$ cat config.mk
export PLATFORM = sky130hd
export DESIGN_NAME = read_iq
export DESIGN_NICKNAME = d
export VERILOG_FILES = /design/src/rtl/read_iq.sv
export SDC_FILE = /design/constraint.sdc
export NUM_CORES = 1
export LEC_CHECK = 0
export CAP_MARGIN = 20
export CORE_ASPECT_RATIO = 1.4
export CORE_UTILIZATION = 45
export CTS_CLUSTER_DIAMETER = 150
export CTS_CLUSTER_SIZE = 14
export DETAILED_ROUTE_END_ITERATION = 7
export PLACE_DENSITY_LB_ADDON = 0.2
export SLEW_MARGIN = 20
export SYNTH_ARGS = -nofsm -noshare
export SYNTH_HDL_FRONTEND = slang
export SYNTH_SLANG_ARGS = --single-unit
$ cat constraint.sdc
create_clock -name clock -period 1.95 [get_ports clock]
set_input_delay 0.4875 -clock clock [delete_from_list [all_inputs] [get_ports clock]]
set_output_delay 0.4875 -clock clock [all_outputs]
set_load 0.01 [all_outputs]
$ cat src/rtl/read_iq.sv
// Byte-stream to I/Q sample converter: gathers 4-byte little-endian
// I/Q records and emits quantized sample pairs to two output FIFOs.
module read_iq #(
  parameter int DATA_SIZE = 32,
  parameter int BITS      = 10,
  parameter int BYTE_SIZE = 8
) (
  input  logic                 clock,
  input  logic                 reset,
  input  logic [BYTE_SIZE-1:0] in_dout,
  input  logic                 in_empty,
  output logic                 in_rd_en,
  output logic [DATA_SIZE-1:0] i_out_din,
  input  logic                 i_out_full,
  output logic                 i_out_wr_en,
  output logic [DATA_SIZE-1:0] q_out_din,
  input  logic                 q_out_full,
  output logic                 q_out_wr_en
);

  localparam int SAMP = 2 * BYTE_SIZE;

  typedef enum logic {
    S_READ,
    S_WRITE
  } state_t;

  state_t                r_state;
  logic [1:0]            r_cnt;
  logic [BYTE_SIZE-1:0]  r_b0;
  logic [BYTE_SIZE-1:0]  r_b1;
  logic [BYTE_SIZE-1:0]  r_b2;
  logic [DATA_SIZE-1:0]  r_i;
  logic [DATA_SIZE-1:0]  r_q;
  logic                  w_pop;
  logic                  w_wr;

  function automatic logic [DATA_SIZE-1:0] quant(
    input logic [SAMP-1:0] v
  );
    logic [DATA_SIZE-1:0] ext;
    ext = {{(DATA_SIZE-SAMP){v[SAMP-1]}}, v};
    return ext << BITS;
  endfunction

  // reset gates the pop so nothing leaves the FIFO while held in reset
  assign w_pop = (r_state == S_READ) & ~in_empty & reset;
  assign w_wr  = (r_state == S_WRITE) & ~i_out_full & ~q_out_full;

  assign in_rd_en    = w_pop;
  assign i_out_wr_en = w_wr;
  assign q_out_wr_en = w_wr;
  assign i_out_din   = r_i;
  assign q_out_din   = r_q;

  always_ff @(posedge clock or negedge reset) begin
    if (!reset) begin
      r_state <= S_READ;
      r_cnt   <= 2'd0;
      r_b0    <= '0;
      r_b1    <= '0;
      r_b2    <= '0;
      r_i     <= '0;
      r_q     <= '0;
    end else begin
      unique case (r_state)
        S_READ: begin
          if (w_pop) begin
            r_cnt <= r_cnt + 2'd1;
            unique case (r_cnt)
              2'd0: r_b0 <= in_dout;
              2'd1: r_b1 <= in_dout;
              2'd2: r_b2 <= in_dout;
              2'd3: begin
                // Q_hi goes straight into the quantizer
                r_i     <= quant({r_b1, r_b0});
                r_q     <= quant({in_dout, r_b2});
                r_state <= S_WRITE;
              end
            endcase
          end
        end
        S_WRITE: begin
          if (w_wr) r_state <= S_READ;
        end
      endcase
    end
  end

endmodule

==> reports/metrics.json <==
{
  "logic_synthesis": {
    "synth_simple_gate_area_share_pct": 2.50,
    "synthMuxAreaShare_pct": 27.8,
    "yosysSeqAreaShare_pct": 54.6,
    "yosys_register_bits": 59,
    "synth_compound_gate_area_share_pct": 0.278,
    "synth.distinct_cells": 15,
    "yosys.area.top_type_share_pct": 54.6,
    "synthesized_area_per_cell_sq_um": 15.7,
    "syn-instance-count": 172,
    "netlist_area_sq_um": 2700,
    "post_synth_fa_ha_maj_area_fraction_pct": 1.85,
    "netlist_top_cells_area": "sky130_fd_sc_hd__dfrtp_1 55%, sky130_fd_sc_hd__mux2_4 16%, sky130_fd_sc_hd__mux2_2 12%, sky130_fd_sc_hd__buf_4 9.4%, sky130_fd_sc_hd__buf_12 2.2%",
    "synth_xor_area_share_pct": 0.324,
    "yosys_warnings": 0,
    "synthDominantAreaCellType": "sky130_fd_sc_hd__dfrtp_1",
    "dominant_combinational_cell_family_by_area_after_synthesis": "multiplexers"
  },
  "setup_path": {
    "critical_path_required_ns": 1.46,
    "arrival_time_of_data_at_the_critical_path_endpoint_ns": 1.41,
    "worstSetupStartpointType": "input pin",
    "reg2reg_from": "r_cnt[0]$_DFFE_PN0P_",
    "worst-r2r-setup-slack_ns": 0.23,
    "reg2reg_depth": 5,
    "path_max_fanout": 2,
    "timing.setup.critical_path_class": "input pin to primary output",
    "timing.rr.end": "r_b2[7]$_DFFE_PN0P_",
    "critPathCaptureType": "primary output"
  },
  "drt": {
    "routed_wire_length_per_instance_um": 15.5,
    "number_of_nets_still_failing_antenna_checks_after_routing": 0,
    "drcViolationCount": 0,
    "firstDrtPassIters": 4,
    "via_count": 1455,
    "drt_wl_total_um": 4830,
    "route.detailed.vias_per_inst": 4.68,
    "detail_route.iter0.violations": 35
  },
  "floorplanning": {
    "row_count": 33,
    "initial_core_util_pct": 46.4,
    "core_area_sq_um": 5820,
    "dieArea_sq_um": 6320,
    "design.portCount": 80,
    "fp.dieH_um": 93.7,
    "dieWidth_um": 67.5
  },
  "global_route": {
    "grt_remaining_overflow": 0,
    "first_global_vias": 1542,
    "grt_start_max_net_pins": 52,
    "overall_global_routing_resource_usage_pct": 17.3,
    "grt_antenna_before_repair": 0,
    "grt_first_pass_wirelength_um": 7810
  },
  "layout": {
    "drive_above_1_share_pct": 40.7,
    "fin_nets": 253,
    "area.growth.synth_to_final_pct": 31.3,
    "fillers": 456,
    "num_antenna_cells": 0
  },
  "sta": {
    "fin_worst_skew_ns": 0.00805,
    "tightestPinTransition_ns": 0.631,
    "grt_setup_unrepaired": "no",
    "setup_violations": 0,
    "maxClockFrequency_mhz": 527,
    "final.hold.worst_slack_ns": 0.0949,
    "report.final.slew_viol_count": 0,
    "final_hold_viol_count": 0,
    "period_share_pct": 97.4,
    "timing.slew.headroom_pct": 57.9,
    "finalCriticalPeriod_ns": 1.90
  },
  "power": {
    "switching_power_mw": 1.60,
    "power.internal_mw": 4.35,
    "power-per-cell-area_nw_per_um2": 1680,
    "total_power_mw": 5.95,
    "switching_share_pct": 26.9,
    "cellLeakagePower_nw": 1.61,
    "ir_drop_uv": 965,
    "power.sequential.fraction_pct": 37.0,
    "combPwrFrac_pct": 39.1,
    "pwr-share-clk_pct": 23.9
  },
  "run": {
    "maximum_capacitance_violations": 0
  },
  "placed_design": {
    "hpwl_um": 3410,
    "gp_congestion": 0.683,
    "portBuffers": 59
  },
  "clocking": {
    "cts_hold_repair.buffers": 0,
    "insertion_delay_ns": 0.33,
    "cts_inserted_buffers": 9,
    "clock_pin_slew_of_the_registers_on_the_worst_case_setup_and_hold_paths_ns": 0.06,
    "ctsRootBufferMaster": "sky130_fd_sc_hd__clkbuf_8",
    "buffer_levels_on_the_longest_clock_path": 2,
    "clkSinkCount": 59,
    "htree_levels": 3,
    "tritoncts_clock_tree": "built"
  },
  "hold_path": {
    "hold_path.class": "input pin to async pin"
  },
  "run_status": {
    "outcome": "finished, final reports clean"
  }
}
-- flip-flops by register name (all words and copies together) (netlist names) --
name	flops
i_out_din	16
q_out_din	16
r_b0	8
r_b1	8
r_b2	8
r_cnt	2
r_state	1
-- logic make-up after synthesis --
| family | Yosys count |
|---|---|
| adders and majority gates | 4 |
| and+or+nand+nor | 7 |
| buffers and inverters | 42 |
| other | 1 |
| AOI/OAI and AO/OA | 1 |
| muxes | 57 |
| DFF | 59 |
| xor gates and xnor gates | 1 |
-- final cells by class --
class	count	area, sq um	share of cell area (%)
flip-flops and latches	59	1480	41.6
well taps	70	87.6	2.47
inverters	2	7.51	0.212
clock buffers	12	165	4.65
multi-input cells	90	997	28.1
clock inverters	4	95.1	2.68
repair buffers	74	718	20.2
-- critical path, cell delays in order --
cell and delay [ns]:
sky130_fd_sc_hd__clkdlybuf4s50_1 0.44, sky130_fd_sc_hd__nor3b_2 0.21, sky130_fd_sc_hd__clkdlybuf4s15_1 0.27
-- how the worst max path moves through the flow --
| stage | from | endpoint | slack, ns |
|---|---|---|---|
| final | i_out_full | q_out_wr_en | 0.05 |
| after global routing | in_empty | q_out_din[20]$_DFFE_PN0P_ | 0.001 |
| after CTS | in_empty | in_rd_en | 0.02 |
| after detailed placement | in_empty | in_rd_en | -0.31 |
| after global placement | in_empty | in_rd_en | -0.27 |
| after floorplan | i_out_full | q_out_wr_en | 0.40 |
-- stage by stage --
stage               utilization (%)  setup WS [ns]  TNS (ns)  instances  cell area, sq um
finish                         60.9         0.0510         0        311              3550
global route                   60.9        0.00131         0        311              3550
CTS                            61.0         0.0205         0        311              3550
detailed placement             56.4         -0.308    -10.79        295              3280
global placement               56.4         -0.271     -8.63        295              3280
floorplan                         -          0.400         0        191              2770
-- cell usage in the layout (no fill, tap or decap), drive strengths merged, types with 2 or more instances in the layout --
cell / n
inv: 2
nor4bb: 4
bufinv: 3
clkdlybuf4s50: 55
buf: 16
nor3b: 2
clkbuf: 13
ha: 4
clkdlybuf4s15: 2
conb: 20
dfrtp: 59
mux2: 57
-- synth_stat cells --
library cell	number
sky130_fd_sc_hd__dfrtp_1	59
sky130_fd_sc_hd__buf_4	34
sky130_fd_sc_hd__mux2_4	29
sky130_fd_sc_hd__mux2_2	28
sky130_fd_sc_hd__ha_1	4
sky130_fd_sc_hd__buf_12	3
sky130_fd_sc_hd__buf_2	3
sky130_fd_sc_hd__nor4bb_1	3
sky130_fd_sc_hd__inv_1	2
sky130_fd_sc_hd__nor3b_1	2
sky130_fd_sc_hd__conb_1	1
sky130_fd_sc_hd__nor4bb_2	1
sky130_fd_sc_hd__o21a_1	1
sky130_fd_sc_hd__or2_2	1
sky130_fd_sc_hd__xnor2_1	1
-- what timing repair did --
item | CTS | global route
resized for setup | 6 | 4
setup buffers | 0 | 0
endpoints found under the setup margin | 3 | 4
pin swaps | 0 | 0
-- power groups by stage --
stage	clock (mW)	sequential (mW)	combinational, mW
after CTS	1.45	2.21	2.35
after global placement	0	2.18	2.29
after global routing	1.51	2.29	2.49
after detailed placement	0	2.23	2.35
final	1.42	2.20	2.32
after floorplan	0	2.29	1.26
-- metal layers --
metal | up-vias | GRT usage (%) | wire (um)
met4 | 0 | 9.57 | 75
met3 | 6 | 4.49 | 187
li1 | 661 | - | -
met1 | 747 | 21.6 | 1990
met5 | - | 0 | 0
met2 | 41 | 26.8 | 2570
Power figures use the tool's default switching activity.
